===== src/rtl/pipeline_pkg.sv =====
// Shared types and constants for the RV32 pipeline stages.
// Holds the ALU operation encodings, the forward-select enum, the
// registered ID/EX bundle and a small register-match helper.
package pipeline_pkg;

  localparam int PKG_DATA_WIDTH    = 32;
  localparam int PKG_OPCODE_LENGTH = 4;
  localparam int PKG_REG_ADDR_W    = 5;

  localparam logic [PKG_OPCODE_LENGTH-1:0] ALU_AND = 4'b0000;
  localparam logic [PKG_OPCODE_LENGTH-1:0] ALU_OR  = 4'b0001;
  localparam logic [PKG_OPCODE_LENGTH-1:0] ALU_ADD = 4'b0010;
  localparam logic [PKG_OPCODE_LENGTH-1:0] ALU_SUB = 4'b0011;
  localparam logic [PKG_OPCODE_LENGTH-1:0] ALU_XOR = 4'b0100;
  localparam logic [PKG_OPCODE_LENGTH-1:0] ALU_SLL = 4'b0101;
  localparam logic [PKG_OPCODE_LENGTH-1:0] ALU_SRL = 4'b0110;
  localparam logic [PKG_OPCODE_LENGTH-1:0] ALU_EQ  = 4'b1000;

  // Where an operand comes from: the registered value, the EX/MEM
  // result, or the MEM/WB write-back value.
  typedef enum logic [1:0] {
    FWD_NONE = 2'd0,
    FWD_MEM  = 2'd1,
    FWD_WB   = 2'd2
  } fwd_sel_e;

  // Everything the EX stage needs, captured at the ID/EX boundary.
  // An all-zero value is a bubble and also the reset value.
  typedef struct packed {
    logic                         valid;
    logic [PKG_REG_ADDR_W-1:0]    rs1_addr;
    logic [PKG_REG_ADDR_W-1:0]    rs2_addr;
    logic [PKG_REG_ADDR_W-1:0]    rd;
    logic [PKG_DATA_WIDTH-1:0]    rs1_data;
    logic [PKG_DATA_WIDTH-1:0]    rs2_data;
    logic [PKG_DATA_WIDTH-1:0]    imm;
    logic [PKG_OPCODE_LENGTH-1:0] alu_op;
    logic                         alu_src;
    logic                         mem_read;
    logic                         mem_write;
    logic                         reg_write;
  } id_ex_t;

  // True when a writing stage targets the given source register.
  // x0 is hard-wired to zero, so a write to it never counts as a match.
  function automatic logic regMatch(
    input logic                      writeEn,
    input logic [PKG_REG_ADDR_W-1:0] dstAddr,
    input logic [PKG_REG_ADDR_W-1:0] srcAddr
  );
    return writeEn && (dstAddr != '0) && (dstAddr == srcAddr);
  endfunction

endpackage


===== src/rtl/fwd_select.sv =====
// Forward-select decision for a single EX operand.
// The younger EX/MEM result wins over the older MEM/WB value.
module fwd_select
  import pipeline_pkg::*;
#(
  parameter int REG_ADDR_W = PKG_REG_ADDR_W
) (
  input  logic [REG_ADDR_W-1:0] rs_addr_i,
  input  logic                  exmem_reg_write_i,
  input  logic [REG_ADDR_W-1:0] exmem_rd_i,
  input  logic                  memwb_reg_write_i,
  input  logic [REG_ADDR_W-1:0] memwb_rd_i,
  output fwd_sel_e              sel_o
);

  // Pick the newest in-flight producer of this operand, if any.
  always_comb begin
    sel_o = FWD_NONE;
    if (regMatch(exmem_reg_write_i, exmem_rd_i, rs_addr_i)) begin
      sel_o = FWD_MEM;
    end else if (regMatch(memwb_reg_write_i, memwb_rd_i, rs_addr_i)) begin
      sel_o = FWD_WB;
    end
  end

endmodule


===== src/rtl/ex_operand_stage.sv =====
// ID/EX boundary of the 5-stage RV32 pipeline: registers the decoded
// instruction, resolves EX/MEM and MEM/WB forwarding for the ALU and
// store data, and detects load-use hazards.
// Optional build macro EX_PERF_CNT_EN adds saturating stall and
// forwarding performance counters.
module ex_operand_stage
  import pipeline_pkg::*;
#(
  parameter int DATA_WIDTH    = PKG_DATA_WIDTH,
  parameter int OPCODE_LENGTH = PKG_OPCODE_LENGTH,
  parameter int REG_ADDR_W    = PKG_REG_ADDR_W
) (
  input  logic                     clk,
  input  logic                     reset,
  input  logic                     id_valid,
  input  logic [REG_ADDR_W-1:0]    id_rs1_addr,
  input  logic [REG_ADDR_W-1:0]    id_rs2_addr,
  input  logic [REG_ADDR_W-1:0]    id_rd_addr,
  input  logic [DATA_WIDTH-1:0]    id_rs1_data,
  input  logic [DATA_WIDTH-1:0]    id_rs2_data,
  input  logic [DATA_WIDTH-1:0]    id_imm,
  input  logic [OPCODE_LENGTH-1:0] id_alu_op,
  input  logic                     id_alu_src,
  input  logic                     id_mem_read,
  input  logic                     id_mem_write,
  input  logic                     id_reg_write,
  input  logic                     flush,
  input  logic                     exmem_reg_write,
  input  logic [REG_ADDR_W-1:0]    exmem_rd,
  input  logic [DATA_WIDTH-1:0]    exmem_alu_result,
  input  logic                     memwb_reg_write,
  input  logic [REG_ADDR_W-1:0]    memwb_rd,
  input  logic [DATA_WIDTH-1:0]    memwb_wb_data,
  output logic                     load_use_stall,
  output logic [DATA_WIDTH-1:0]    SrcA,
  output logic [DATA_WIDTH-1:0]    SrcB,
  output logic [OPCODE_LENGTH-1:0] Operation,
  output logic [DATA_WIDTH-1:0]    ex_store_data,
  output logic [REG_ADDR_W-1:0]    ex_rd,
  output logic                     ex_valid,
  output logic                     ex_reg_write,
  output logic                     ex_mem_read,
  output logic                     ex_mem_write
`ifdef EX_PERF_CNT_EN
  ,
  output logic [31:0]              perf_stall_cnt,
  output logic [31:0]              perf_fwd_cnt
`endif
);

  id_ex_t exStage_q;
  id_ex_t exStage_d;

  logic [DATA_WIDTH-1:0] rs1Capture;
  logic [DATA_WIDTH-1:0] rs2Capture;
  logic [DATA_WIDTH-1:0] fwdRs1;
  logic [DATA_WIDTH-1:0] fwdRs2;
  fwd_sel_e              rs1Sel;
  fwd_sel_e              rs2Sel;

  // A load in EX whose destination is read by the instruction in ID must
  // hold ID for one cycle; a flush kills ID anyway, so it masks the stall.
  always_comb begin
    load_use_stall = exStage_q.valid && exStage_q.mem_read &&
                     (exStage_q.rd != '0) && id_valid &&
                     ((id_rs1_addr == exStage_q.rd) ||
                      (id_rs2_addr == exStage_q.rd)) &&
                     !flush;
  end

  // Register-file read happens before the MEM/WB write lands, so a value
  // being written back this cycle is taken directly at capture time.
  always_comb begin
    rs1Capture = regMatch(memwb_reg_write, memwb_rd, id_rs1_addr) ?
                 memwb_wb_data : id_rs1_data;
    rs2Capture = regMatch(memwb_reg_write, memwb_rd, id_rs2_addr) ?
                 memwb_wb_data : id_rs2_data;
  end

  // Next ID/EX contents: a flush or stall inserts an all-zero bubble,
  // otherwise the ID fields are taken as they are.
  always_comb begin
    exStage_d = '0;
    if (!flush && !load_use_stall) begin
      exStage_d.valid     = id_valid;
      exStage_d.rs1_addr  = id_rs1_addr;
      exStage_d.rs2_addr  = id_rs2_addr;
      exStage_d.rd        = id_rd_addr;
      exStage_d.rs1_data  = rs1Capture;
      exStage_d.rs2_data  = rs2Capture;
      exStage_d.imm       = id_imm;
      exStage_d.alu_op    = id_alu_op;
      exStage_d.alu_src   = id_alu_src;
      exStage_d.mem_read  = id_mem_read;
      exStage_d.mem_write = id_mem_write;
      exStage_d.reg_write = id_reg_write;
    end
  end

  // ID/EX pipeline register; reset produces the same value as a bubble.
  always_ff @(posedge clk) begin
    if (reset) begin
      exStage_q <= '0;
    end else begin
      exStage_q <= exStage_d;
    end
  end

  fwd_select #(
    .REG_ADDR_W(REG_ADDR_W)
  ) u_fwd_rs1 (
    .rs_addr_i        (exStage_q.rs1_addr),
    .exmem_reg_write_i(exmem_reg_write),
    .exmem_rd_i       (exmem_rd),
    .memwb_reg_write_i(memwb_reg_write),
    .memwb_rd_i       (memwb_rd),
    .sel_o            (rs1Sel)
  );

  fwd_select #(
    .REG_ADDR_W(REG_ADDR_W)
  ) u_fwd_rs2 (
    .rs_addr_i        (exStage_q.rs2_addr),
    .exmem_reg_write_i(exmem_reg_write),
    .exmem_rd_i       (exmem_rd),
    .memwb_reg_write_i(memwb_reg_write),
    .memwb_rd_i       (memwb_rd),
    .sel_o            (rs2Sel)
  );

  // Apply the forward selections to the registered operand values.
  always_comb begin
    fwdRs1 = exStage_q.rs1_data;
    fwdRs2 = exStage_q.rs2_data;
    unique case (rs1Sel)
      FWD_MEM: fwdRs1 = exmem_alu_result;
      FWD_WB:  fwdRs1 = memwb_wb_data;
      default: fwdRs1 = exStage_q.rs1_data;
    endcase
    unique case (rs2Sel)
      FWD_MEM: fwdRs2 = exmem_alu_result;
      FWD_WB:  fwdRs2 = memwb_wb_data;
      default: fwdRs2 = exStage_q.rs2_data;
    endcase
  end

  // ALU operands and downstream controls; store data always uses rs2
  // even when the ALU takes the immediate as its second operand.
  always_comb begin
    SrcA          = fwdRs1;
    SrcB          = exStage_q.alu_src ? exStage_q.imm : fwdRs2;
    Operation     = exStage_q.alu_op;
    ex_store_data = fwdRs2;
    ex_rd         = exStage_q.rd;
    ex_valid      = exStage_q.valid;
    ex_reg_write  = exStage_q.reg_write;
    ex_mem_read   = exStage_q.mem_read;
    ex_mem_write  = exStage_q.mem_write;
  end

`ifdef EX_PERF_CNT_EN
  logic [31:0] perfStallCnt_q;
  logic [31:0] perfStallCnt_d;
  logic [31:0] perfFwdCnt_q;
  logic [31:0] perfFwdCnt_d;
  logic        anyForward;

  // Counters stick at all-ones instead of wrapping, so a long run never
  // reports a misleadingly small value.
  always_comb begin
    anyForward     = (rs1Sel != FWD_NONE) || (rs2Sel != FWD_NONE);
    perfStallCnt_d = perfStallCnt_q;
    perfFwdCnt_d   = perfFwdCnt_q;
    if (load_use_stall && (perfStallCnt_q != 32'hFFFF_FFFF)) begin
      perfStallCnt_d = perfStallCnt_q + 32'd1;
    end
    if (exStage_q.valid && anyForward && (perfFwdCnt_q != 32'hFFFF_FFFF)) begin
      perfFwdCnt_d = perfFwdCnt_q + 32'd1;
    end
  end

  // Performance counter registers, cleared only by reset.
  always_ff @(posedge clk) begin
    if (reset) begin
      perfStallCnt_q <= '0;
      perfFwdCnt_q   <= '0;
    end else begin
      perfStallCnt_q <= perfStallCnt_d;
      perfFwdCnt_q   <= perfFwdCnt_d;
    end
  end

  assign perf_stall_cnt = perfStallCnt_q;
  assign perf_fwd_cnt   = perfFwdCnt_q;
`endif

endmodule


===== config.mk =====
export PLATFORM = sky130hd
export DESIGN_NAME = ex_operand_stage
export DESIGN_NICKNAME = d
export VERILOG_FILES = /design/src/rtl/pipeline_pkg.sv /design/src/rtl/fwd_select.sv /design/src/rtl/ex_operand_stage.sv
export SDC_FILE = /design/constraint.sdc
export NUM_CORES = 1
export LEC_CHECK = 0
export BUFFER_PORTS_ARGS = -buffer_cell sky130_fd_sc_hd__buf_2
export CORE_ASPECT_RATIO = 1.5
export CORE_UTILIZATION = 40
export CTS_BUF_LIST = sky130_fd_sc_hd__clkbuf_2
export DETAILED_ROUTE_END_ITERATION = 16
export PLACE_DENSITY = 0.72
export SETUP_SLACK_MARGIN = 0.02
export SLEW_MARGIN = 20
export SYNTH_ARGS = -nofsm -noshare
export SYNTH_HDL_FRONTEND = slang
export SYNTH_SLANG_ARGS = --single-unit

===== constraint.sdc =====
create_clock -name clk -period 3 [get_ports clk]
set_clock_uncertainty 0.05 [all_clocks]
set_input_delay 0.6 -clock clk [delete_from_list [all_inputs] [get_ports clk]]
set_output_delay 0.6 -clock clk [all_outputs]
set_load 0.01 [all_outputs]

-- Word-level counts from Yosys, hierarchy flattened
Cells that the tools add are included.
Widths: inputs -> output; s select.
- register bits: 120
- logic and storage cells: 55
- bitwise operators: 1
- mux-type cells: 9
- reductions and logical operators: 21
- equal/unequal tests: 12
- operators with widths (operator ; number):
    $pmux 32 s2 ; 2
    $mux 32 ; 3
    $eq 5x5->1 ; 8
    $reduce_bool 5->1 ; 3
    $logic_and 1x1->1 ; 14
    $mux 2 ; 4
    $eq 2x1->1 const B ; 2
    $eq 2x2->1 const B ; 2
    $logic_not 1->1 ; 2
    $reduce_or 2->1 ; 1
    $logic_or 1x1->1 ; 1
    $not 1->1 ; 1

-- Depth between registers and ports, before layout
Gate-level depths: netlist (run 1).
- word-level depth: 9
- mapped depth: 8
- gate-level depth less buffers: 5

-- Cells and area by module
A second synthesis (run 1) with hierarchy kept.
- cells, all modules: 857
- area, all modules: 7475.9 µm²
- modules (own cells, without submodules) (module ; cells an instance ; area each (µm²) ; sequential area each (µm²) ; instances):
    ex_operand_stage ; 817 ; 7173.1 ; 2402.3 ; 1
    fwd_select ; 20 ; 151.4 ; 0.0 ; 2

-- Worst setup path before layout (run 1)
Ideal clock, no wire load.
- path type: in2out
- from: input memwb_rd[3]
- to: output SrcB[11]
- stages on the path: 7
- path slack: 83 ps
- arrival: 2267 ps
- required time: 2350 ps
- path buffers: 2
- cells stage by stage: buf_2 or4_4 o211a_1 nand4_2 buf_6 a221oi_2 o31ai_1
- cells in the longest elaborated chain, start to end: 8
- elaborated cells between the ends (all ways): 10
- classes of those cells: 3 x eq/ne; 4 x mux; 3 x reduce/logical
- RTL lines (item ; line ; text):
    start: declaration ; ex_operand_stage.sv:32 ; input logic [REG_ADDR_W-1:0] memwb_rd,
    $reduce_bool 5->1 ; pipeline_pkg.sv:51 ; return writeEn && (dstAddr != '0) && (dstAddr == srcAddr);
    $logic_and 1x1->1 ; pipeline_pkg.sv:51 ;
    $logic_and 1x1->1 * ; pipeline_pkg.sv:51 ;
    $mux 2 * ; fwd_select.sv:21 ; end else if (regMatch(memwb_reg_write_i, memwb_rd_i, rs_addr_i)) begin
    $mux 2 * ; fwd_select.sv:19 ; if (regMatch(exmem_reg_write_i, exmem_rd_i, rs_addr_i)) begin
    $eq 2x2->1 / $eq 2x1->1 (equally long branches) ; ex_operand_stage.sv:140 ; unique case (rs2Sel)
    $pmux 32 s2 * ; ex_operand_stage.sv:140 ;
    $mux 32 * ; ex_operand_stage.sv:151 ; SrcB = exStage_q.alu_src ? exStage_q.imm : fwdRs2;
    end: declaration ; ex_operand_stage.sv:36 ; output logic [DATA_WIDTH-1:0] SrcB,
Every way passes the cells marked *; elsewhere a longest branch is shown, timed or not.

-- Worst setup path in the final report (run 1)
- from: register exStage_q[114] (netlist bit)
- to: output SrcA[11]
- cells in the longest elaborated chain, start to end: 6
- elaborated cells between the ends (all ways): 9
- classes of those cells: 4 x eq/ne; 3 x mux; 2 x reduce/logical
- RTL lines (item ; line ; text):
    start: declaration ; ex_operand_stage.sv:51 ; id_ex_t exStage_q;
    start signal: assignment ; ex_operand_stage.sv:105 ; exStage_q <= exStage_d;
    $eq 5x5->1 ; pipeline_pkg.sv:51 ;
    $logic_and 1x1->1 ; pipeline_pkg.sv:51 ;
    $mux 2 ; fwd_select.sv:21 ;
    $mux 2 * ; fwd_select.sv:19 ;
    $eq 2x2->1 / $eq 2x1->1 (equally long branches) ; ex_operand_stage.sv:135 ; unique case (rs1Sel)
    $pmux 32 s2 * ; ex_operand_stage.sv:135 ;
    end: declaration ; ex_operand_stage.sv:35 ; output logic [DATA_WIDTH-1:0] SrcA,
Marks and branches as above.

==> results of run 1 <==
[critical path: stages (launching register included)]
cell	delay, ns
dfxtp_2	0.40
xnor2_2	0.11
nand3_1	0.11
or4_4	0.63
buf_12	0.20
mux2i_1	0.11
a21oi_1	0.23
buf_2	0.18
[synth_stat cells]
cell / number
a211oi_1: 1
or4_4: 1
o211ai_1: 1
nor3_1: 1
buf_1: 3
buf_4: 15
buf_8: 3
xor2_1: 10
o22ai_1: 1
o211a_1: 1
clkbuf_2: 1
a221oi_1: 2
and2_1: 56
o31ai_1: 16
nand4_2: 1
a21oi_1: 33
nand3_1: 7
nor4_2: 2
xnor2_1: 30
clkbuf_1: 29
nor2_1: 165
o31ai_2: 16
o21ai_2: 1
a221oi_2: 30
or4_1: 3
or2_2: 1
nand2_1: 35
and4b_1: 1
buf_2: 11
a211o_1: 1
mux2i_1: 96
o21ai_0: 1
dfxtp_1: 120
buf_6: 9
nand4_1: 1
and3_1: 32
[registers in the layout (all words and copies together), names as in the netlist]
signal and cells:
ex_valid 1, exStage_q 107, Operation 4, ex_mem_write 1, ex_reg_write 1, ex_mem_read 1, ex_rd 5
[power groups by stage]
stage	Combinational, mW	Sequential [mW]	Clock, mW
6_report	0.848	1.70	1.21
5_1_grt	0.910	1.71	1.32
4_1_cts	0.838	1.70	1.25
3_5_place_dp	0.730	1.73	0
3_3_place_gp	0.721	1.72	0
2_1_floorplan	0.388	1.72	0
[layer usage]
layer	global-route usage [%]	vias to the layer above
met3	5.08	58
met4	13.2	0
met2	51.3	278
li1	-	3217
met1	29.5	3189
met5	0	-
[metrics by stage]
stage,hold slack [ns],cells
floorplan,0.672,737
global placement,0.748,1220
detailed placement,0.752,1220
CTS,0.00184,1293
global route,0.00252,1300
finish,0.0910,1300
[cell usage in the layout (no fill, tap or decap), drive strengths merged]
cell type / count
clkbuf: 24
a221oi: 32
o21ai: 2
clkinvlp: 2
a211oi: 1
and4b: 1
o31ai: 32
and2: 56
dlygate4sd3: 24
diode: 3
nor4: 2
clkinv: 6
buf: 364
nand4: 2
o211ai: 1
xor2: 10
bufinv: 4
nor3: 1
nand2: 35
o22ai: 1
o211a: 1
dfxtp: 120
nor2: 165
xnor2: 30
or4: 4
bufbuf: 1
mux2i: 96
nand3: 7
a211o: 1
a21oi: 33
and3: 32
or2: 1
[kinds of logic (layout without fill, tap and decap cells)]
group,count (synthesis),after routing,share of synthesized area [%]
AND/OR/NAND/NOR,306,306,21.8
buffers and inverters,71,425,6.66
AO/OA/AOI/OAI,104,104,15.3
flip-flops,120,120,36.4
XOR/XNOR,40,40,5.31
other,0,3,0
multiplexers,96,96,14.6
[layout make-up]
cell class | count | area (um2)
Multi-Input combinational cell | 546 | 4320
Tap cell | 206 | 258
Timing Repair Buffer | 393 | 2650
Sequential cell | 120 | 2410
Clock buffer | 20 | 100
Clock inverter | 12 | 176
Antenna cell | 3 | 7.51
Fill cell | 1416 | 6260
[final timing paths]
check / endpoint / slack, ns / from / cells after the start
setup reg to reg: exStage_q[25] / 0.57 / ex_rd[1] / 6
hold / removal: exStage_q[38] / 0.09 / id_imm[30] / 2
hold reg to reg: exStage_q[116] / 1.18 / ex_valid / 4
setup / recovery: SrcA[11] / -0.28 / exStage_q[114] / 7
[repair_timing]
item | in CTS | in global routing
endpoints found under the setup margin | 96 | 96
pin swaps | 92 | 46
cloned | 7 | 4
setup buffers | 10 | 2
hold buffers | 24 | 0
gates resized for setup | 81 | 13
endpoints found under the hold margin | 24 | 0
==> impl_metrics.tcl, run 1 <==
set metrics [dict create \
    drt-pass1-iter-count 4 \
    max_freq_mhz 305 \
    cts.sinks 120 \
    syn_nets 936 \
    p_leak_nw 4.73 \
    rsz0062_at_grt "yes" \
    clock_latency_ns 0.64 \
    gp_congestion 0.880 \
    p_sw_mw 1.11 \
    critPathArrivalTime_ns 2.63 \
    min_path_type "in -> reg" \
    core_mm2 0.0162 \
    clkTransAtPathRegs_ns 0.21 \
    antenna_left 0 \
    swShare_pct 29.6 \
    ys_types 36 \
    wl_met2_um 12800 \
    io-pin-count 309 \
    initial_core_util_pct 40.7 \
    finalCriticalPeriod_ns 3.28 \
    wl_met3_um 1320 \
    fp.dieArea_mm2 0.0170 \
    layout-area-overhead-vs-synth_pct 50.5 \
    die_h_um 159 \
    finalHoldViolations 0 \
    outcome "finished with violations" \
    drt_iter0_markers 296 \
    io_buffers 308 \
    netlist_area_mm2 0.00660 \
    ys_ff_latch 120 \
    total_power_mw 3.75 \
    peakVddDrop_mv 0.205 \
    dp_slack_ns -0.147 \
    drive_gt1_share_pct 45.7 \
    htreeDepth 4 \
    failed_checks "negative setup slack" \
    cts_inserted_buffers 17 \
    via_per_inst 5.19 \
    grt_max_degree 65 \
    setup_viol 95 \
    utilization_pct 61.3 \
    dp_hpwl_um 16100 \
    worstSetupPathType "reg -> out" \
    p_int_mw 2.65 \
    critPathMaxFanout 5 \
    fin_setup_tns_ns -12.75 \
    power_density_mw_per_mm2 378 \
    ys_warn_count 0 \
    syn_area_per_cell_um2 8.95 \
    layout_setup_ws_ns -0.282 \
    crit_required_ns 2.35 \
    synth_top_area_share_pct 36.4 \
    row_count 57 \
    pwr-share-comb_pct 22.6 \
    cp-start-kind "register" \
    synthTopCellsByArea "dfxtp_1 36%, mux2i_1 15%, nor2_1 9.4%, a221oi_2 6.8%, and2_1 5.3%" \
    wl_met1_um 9080 \
    grt-ovfl-total 0 \
    syn_inst 737 \
    topRoutingLayerUsed "met4" \
    post-route-period-util_pct 109 \
    slew_viol_final 0 \
    num_vias 6742 \
    final_nets 1277 \
    grt_pass1_vias 6856 \
    drcViolationCount 0 \
    seqPwrFrac_pct 45.3 \
    root_buffer "clkbuf_2" \
    drt-wirelength-per-cell_um 18.5 \
    die_w_um 107 \
    placed_area_mm2 0.00848 \
    grt_antenna_before_repair 3 \
    synth_top_area_cell "dfxtp_1" \
    max_slew_margin_pct 33.9 \
    end_kind "output pin" \
    cts_tree "done" \
    worstMarginPinSlew_ns 0.988 \
    ys_seq_area_share_pct 36.4 \
    cap_violations 0 \
    grt_pass1_wl_um 36000 \
    p_clk_share_pct 32.1 \
    final_cell_area_mm2 0.00993 \
    cts.path.max_buffers 2 \
    grt_usage_pct 27.7 \
    totalWireLength_um 24100 \
]
Note: power is estimated with default switching activity, not from simulation.
==> run 2, diff against run 1 <==
Settings changed: ABC_AREA from default to 1, PLACE_DENSITY 0.72 to 0.71.
==> impl_metrics.tcl, run 2 <==
set metrics [dict create \
    p_clk_share_pct 34.0 \
    ys_warn_count 0 \
    die_w_um 110 \
    cp-start-kind "register" \
    path_buf_inv 4 \
    synthTopCellsByArea "dfxtp_1 34%, nand2_1 14%, nand3_1 9.9%, inv_1 8.7%, nor2_1 7.0%" \
    drcViolationCount 0 \
    drive_gt1_share_pct 36.8 \
    ys_seq_area_share_pct 34.2 \
    grt_antenna_before_repair 1 \
    syn_inst 1075 \
    synthSimpleGateAreaFrac_pct 40.1 \
    crit_required_ns 2.35 \
    final_nets 1626 \
    htreeDepth 4 \
    path_common_cell "nand2_1" \
    ys_types 26 \
    rsz0062_at_grt "yes" \
    end_kind "output pin" \
    fp.dieArea_mm2 0.0181 \
    antenna_left 0 \
    syn_nets 1274 \
    syn_area_per_cell_um2 6.53 \
    synth_edf_count 0 \
    num_vias 8249 \
    min_path_type "in -> reg" \
    worstReg2RegStart "ex_rd[3]" \
    crit_path_top_delay_cell "dfxtp_2" \
    drt-wirelength-per-cell_um 16.3 \
    setup_viol 32 \
    final_common_cell "buf_2" \
    grt-ovfl-total 0 \
    finalHoldViolations 0 \
    cts.sinks 120 \
    clkTransAtPathRegs_ns 0.21 \
    critPathArrivalTime_ns 2.41 \
    dp_hpwl_um 17200 \
    netlist_top_cells_count "262 x nand2_1, 162 x inv_1, 139 x nand3_1" \
    power_density_mw_per_mm2 376 \
    topRoutingLayerUsed "met4" \
    layout-area-overhead-vs-synth_pct 49.2 \
    grt_pass1_vias 8003 \
    n_fill_cell 1579 \
    finalCriticalPeriod_ns 3.06 \
    wl_met2_um 14100 \
    totalWireLength_um 26900 \
    p_int_mw 2.72 \
    synth_xor_area_share_pct 3.74 \
    clock_latency_ns 0.72 \
    path_depth 13 \
    final_cell_area_mm2 0.0105 \
    synth_top_area_cell "dfxtp_1" \
    grt_usage_pct 28.5 \
    max_freq_mhz 327 \
    swShare_pct 31.1 \
    hold_depth 3 \
    slew_viol_final 0 \
    seqPwrFrac_pct 42.9 \
    drt_iter0_markers 527 \
    synth_compound_area_share_pct 5.25 \
    core_mm2 0.0173 \
    failed_checks "negative setup slack" \
    yosysMostFrequentCell "nand2_1" \
    outcome "finished with violations" \
    ys_ff_latch 120 \
    synth-adder-area-share_pct 0 \
    peakVddDrop_mv 0.268 \
    yosys-mux-area-fraction_pct 0 \
    worstMarginPinSlew_ns 0.512 \
    utilization_pct 60.7 \
    grt_max_degree 35 \
    root_buffer "clkbuf_2" \
    grt_pass1_wl_um 38600 \
    crit_chain "inv_1 -> nand2_1 -> nand2_2 -> nor2_2 -> nand3_2 -> nor2_4 -> buf_12 -> buf_16 -> nand3_1 -> nand3_2 -> nand2_1 -> nand2_1 -> buf_2" \
    initial_core_util_pct 40.7 \
    worstSetupPathType "reg -> out" \
    total_power_mw 3.94 \
    layout_setup_ws_ns -0.0616 \
    io_buffers 308 \
    post-route-period-util_pct 102 \
    row_count 59 \
    io-pin-count 309 \
    wl_met1_um 9840 \
    async_reset_ff_share_pct 0 \
    via_per_inst 4.99 \
    dp_slack_ns 0.257 \
    regMostFlops "exStage_q" \
    fin_setup_tns_ns -0.676 \
    p_sw_mw 1.22 \
    hold_path_startpoint "id_rs1_addr[3]" \
    die_h_um 164 \
    cap_violations 0 \
    critPathMaxStageDelay_ns 0.39 \
    drt-pass1-iter-count 5 \
    cts.path.max_buffers 2 \
    startpoint "exStage_q[112]" \
    largest_register_ffs 107 \
    cts_inserted_buffers 17 \
    gp_congestion 0.894 \
    synth_top_area_share_pct 34.2 \
    cp_top_family "simple AND/OR/NAND/NOR gates" \
    placed_area_mm2 0.00863 \
    synth_flop_cell "dfxtp_1" \
    max_slew_margin_pct 65.8 \
    wl_met3_um 1830 \
    p_leak_nw 5.92 \
    cts_tree "done" \
    critPathMaxFanout 8 \
    ff2ff_path_depth 10 \
    pwr-share-comb_pct 23.1 \
    netlist_area_mm2 0.00702 \
    layout_common_cells "281 x buf_2, 242 x nand2_1, 159 x inv_1" \
    synth_top_family_by_area "simple AND/OR/NAND/NOR gates" \
]
[run 2: changes by cell type after synthesis, moves of 30 or more]
cell | previous run | this run
nor2_1 | 165 | 131
a221oi_2 | 30 | 0
inv_1 | 0 | 162
mux2i_1 | 96 | 0
nand4_1 | 1 | 36
nand3_1 | 7 | 139
and2_1 | 56 | 0
a21oi_1 | 33 | 2
o21ai_1 | 0 | 56
and3_1 | 32 | 0
nand2_1 | 35 | 262
[run 2: per-stage QoR]
stage | hold WS (ns) | instances
finish | 0.0765 | 1654
global route | 0.0428 | 1654
CTS | 0.00380 | 1638
detailed placement | 0.769 | 1545
global placement | 0.761 | 1545
floorplan | 0.662 | 1075
[run 2: logic make-up after synthesis]
group	after synthesis
buf+inv	248
flops	120
compound gates	67
xor+xnor	30
simple gates	610
[run 2: timing repair]
action,CTS,global route
hold endpoints to repair,54,0
gates resized for setup,80,75
setup buffers,3,9
cloned,5,6
endpoints found under the setup margin,96,97
pin swaps,9,16
hold buffers,54,0
[run 2: metal layers]
metal	GRT usage, %	up-vias
met5	0	-
met3	6.39	93
met4	16.1	0
li1	-	4029
met1	29.7	3739
met2	51.7	388
[run 2: power groups by stage]
stage | logic [mW] | registers, mW | clock network [mW]
3_5_place_dp | 0.747 | 1.72 | 0
6_report | 0.910 | 1.69 | 1.34
2_1_floorplan | 0.419 | 1.72 | 0
4_1_cts | 0.842 | 1.69 | 1.38
5_1_grt | 0.996 | 1.70 | 1.42
3_3_place_gp | 0.742 | 1.72 | 0
[run 2: area by class of cell]
class                           instances  area, um2  share of cell area, %
Antenna cell                            1       2.50                 0.0239
Clock buffer                           17       85.1                  0.812
Clock inverter                         15        223                   2.12
Inverter                              169        647                   6.17
Multi-Input combinational cell        707       3820                   36.5
Sequential cell                       120       2420                   23.1
Tap cell                              213        267                   2.54
Timing Repair Buffer                  412       3010                   28.7
[run 2: worst min-delay path, cell delays in order]
cell and delay, ns:
buf_2 0.12, inv_1 0.07, nor2_1 0.05
[run 2: final timing paths]
| kind | slack [ns] | to |
|---|---|---|
| min reg2reg | 0.93 | exStage_q[112] |
| max | -0.06 | SrcB[12] |
| min | 0.08 | exStage_q[117] |
| max reg2reg | 0.99 | exStage_q[16] |
==> run 3, diff against run 2 <==
Settings changed: PLACE_DENSITY 0.71 to 0.74.
Clock period 3 ns to 2.8 ns, I/O delays scaled along.
==> impl_metrics.tcl, run 3 (synthesis gave the netlist of run 2 again) <==
set metrics [dict create \
    post-route-period-util_pct 106 \
    finalHoldViolations 0 \
    htreeDepth 4 \
    dp_cells 1543 \
    finalCriticalPeriod_ns 2.97 \
    totalWireLength_um 26700 \
    largest_register_ffs 107 \
    die_w_um 110 \
    final_common_cell "buf_2" \
    layout-area-overhead-vs-synth_pct 50.1 \
    setup_viol 87 \
    dp_hpwl_um 17000 \
    cts.sinks 120 \
    grt-ovfl-total 0 \
    outcome "finished with violations" \
    total_power_mw 3.81 \
    max_slew_margin_pct 65.6 \
    end_kind "output pin" \
    gp_congestion 0.921 \
    grt_usage_pct 28.0 \
    r2r_end "exStage_q[42]" \
    drcViolationCount 0 \
    io_buffers 308 \
    critPathArrivalTime_ns 2.36 \
    pwr-share-comb_pct 25.7 \
    p_sw_mw 1.27 \
    root_buffer "clkbuf_2" \
    layout_setup_ws_ns -0.171 \
    crit_chain "inv_1 -> nand2_1 -> nand2_1 -> nor2_1 -> nand3_2 -> nor2_4 -> buf_12 -> nand3_1 -> nand3_2 -> nand2_1 -> nand2_1 -> buf_2" \
    ff2ff_path_depth 9 \
    final_nets 1611 \
    fin_setup_tns_ns -7.60 \
    grt_max_degree 65 \
    die_h_um 164 \
    hold_path_startpoint "id_rs1_addr[3]" \
    initial_core_util_pct 40.7 \
    regMostFlops "exStage_q" \
    utilization_pct 61.0 \
    layout.cells.non_filler 1642 \
    clock_latency_ns 0.69 \
    failed_checks "negative setup slack" \
    worstMarginPinSlew_ns 0.515 \
    ff2ff_setup_slack_ns 1.04 \
    whs_ns 0.0973 \
    grt_antenna_before_repair 2 \
    peakVddDrop_mv 0.346 \
    min_path_type "in -> reg" \
    n_fill_cell 1508 \
    rsz0062_at_grt "yes" \
    p_int_mw 2.54 \
    critPathMaxStageDelay_ns 0.42 \
    p_clk_share_pct 26.8 \
    grt_pass1_vias 8137 \
    drt_iter0_markers 634 \
    cts_inserted_buffers 17 \
    worstReg2RegStart "ex_rd[3]" \
    power_density_mw_per_mm2 362 \
    drt-pass1-iter-count 5 \
    core_mm2 0.0173 \
    swShare_pct 33.4 \
    hold_depth 3 \
    placed_area_mm2 0.00862 \
    critPathMaxFanout 16 \
    antenna_left 0 \
    cp-start-kind "register" \
    drive_gt1_share_pct 38.0 \
    drt-wirelength-per-cell_um 16.2 \
    num_vias 8386 \
    slew_viol_final 0 \
    cts_tree "done" \
    cts.path.max_buffers 2 \
    row_count 59 \
    worstSetupPathType "reg -> out" \
    clkTransAtPathRegs_ns 0.21 \
    max_freq_mhz 337 \
    grt_pass1_wl_um 38000 \
    crit_path_top_delay_cell "dfxtp_1" \
    layout_common_cells "277 x buf_2, 233 x nand2_1, 158 x inv_1" \
    p_leak_nw 5.91 \
    via_per_inst 5.11 \
    dp_slack_ns 0.149 \
    path_common_cell "nand2_1" \
    fp.dieArea_mm2 0.0181 \
    io-pin-count 309 \
    final_cell_area_mm2 0.0105 \
    crit_required_ns 2.19 \
    cap_violations 0 \
    holdPathEnd "exStage_q[117]" \
    seqPwrFrac_pct 47.5 \
]
-- run 3: cell count changes in the layout (fill, tap and decap cells not counted), sizes merged --
cell,previous run,this run
buf,353,341
clkbuf,22,21
clkinvlp,2,4
bufinv,5,1
diode,1,4
clkinv,6,7
inv,171,170
-- run 3: per-layer routing --
metal	global-route usage, %	part of all wire [%]	wire length, um	up-vias
li1	-	-	-	4007
met1	28.1	36	9550	3825
met2	50.7	53	14200	457
met3	6.87	7.1	1890	97
met4	17.4	4.0	1060	0
met5	0	0	0	-
-- run 3: repair_timing --
action | in CTS | in global routing
cloned | 4 | 2
resized for setup | 157 | 60
hold endpoints to repair | 53 | 1
setup endpoints to repair | 96 | 97
setup buffers | 3 | 0
hold buffers | 53 | 1
pin swaps | 36 | 20
-- run 3: power groups by stage --
stage | Combinational [mW] | Clock (mW) | Sequential (mW)
after global routing | 1.07 | 1.13 | 1.82
after floorplan | 0.449 | 0 | 1.84
final | 0.979 | 1.02 | 1.81
after global placement | 0.787 | 0 | 1.84
after detailed placement | 0.796 | 0 | 1.84
after CTS | 0.929 | 1.05 | 1.81
-- run 3: cell type report --
type | count | area, um2 | area share, %
clock buffers | 19 | 95.1 | 0.902
diodes | 4 | 10.0 | 0.0950
clock inverters | 13 | 106 | 1.01
multi-input cells | 707 | 4110 | 39.0
repair buffers | 397 | 2890 | 27.5
flip-flops and latches | 120 | 2410 | 22.9
well taps | 213 | 267 | 2.53
inverters | 169 | 647 | 6.14
-- run 3: worst max path at each step --
stage	endpoint	startpoint	cells past startpoint
final	SrcB[4]	exStage_q[111]	12
after CTS	SrcB[9]	exStage_q[109]	10
after global routing	SrcB[16]	exStage_q[111]	12
after global placement	SrcB[31]	memwb_rd[1]	13
after floorplan	SrcB[22]	memwb_rd[1]	11
after detailed placement	SrcB[29]	memwb_rd[1]	13
-- run 3: critical path, delay by kind of cell, from the launching register on --
family / cells / cell delay (ns)
AND/OR/NAND/NOR: 9 / 0.88
flip-flops: 1 / 0.42
buffers and inverters: 3 / 0.36
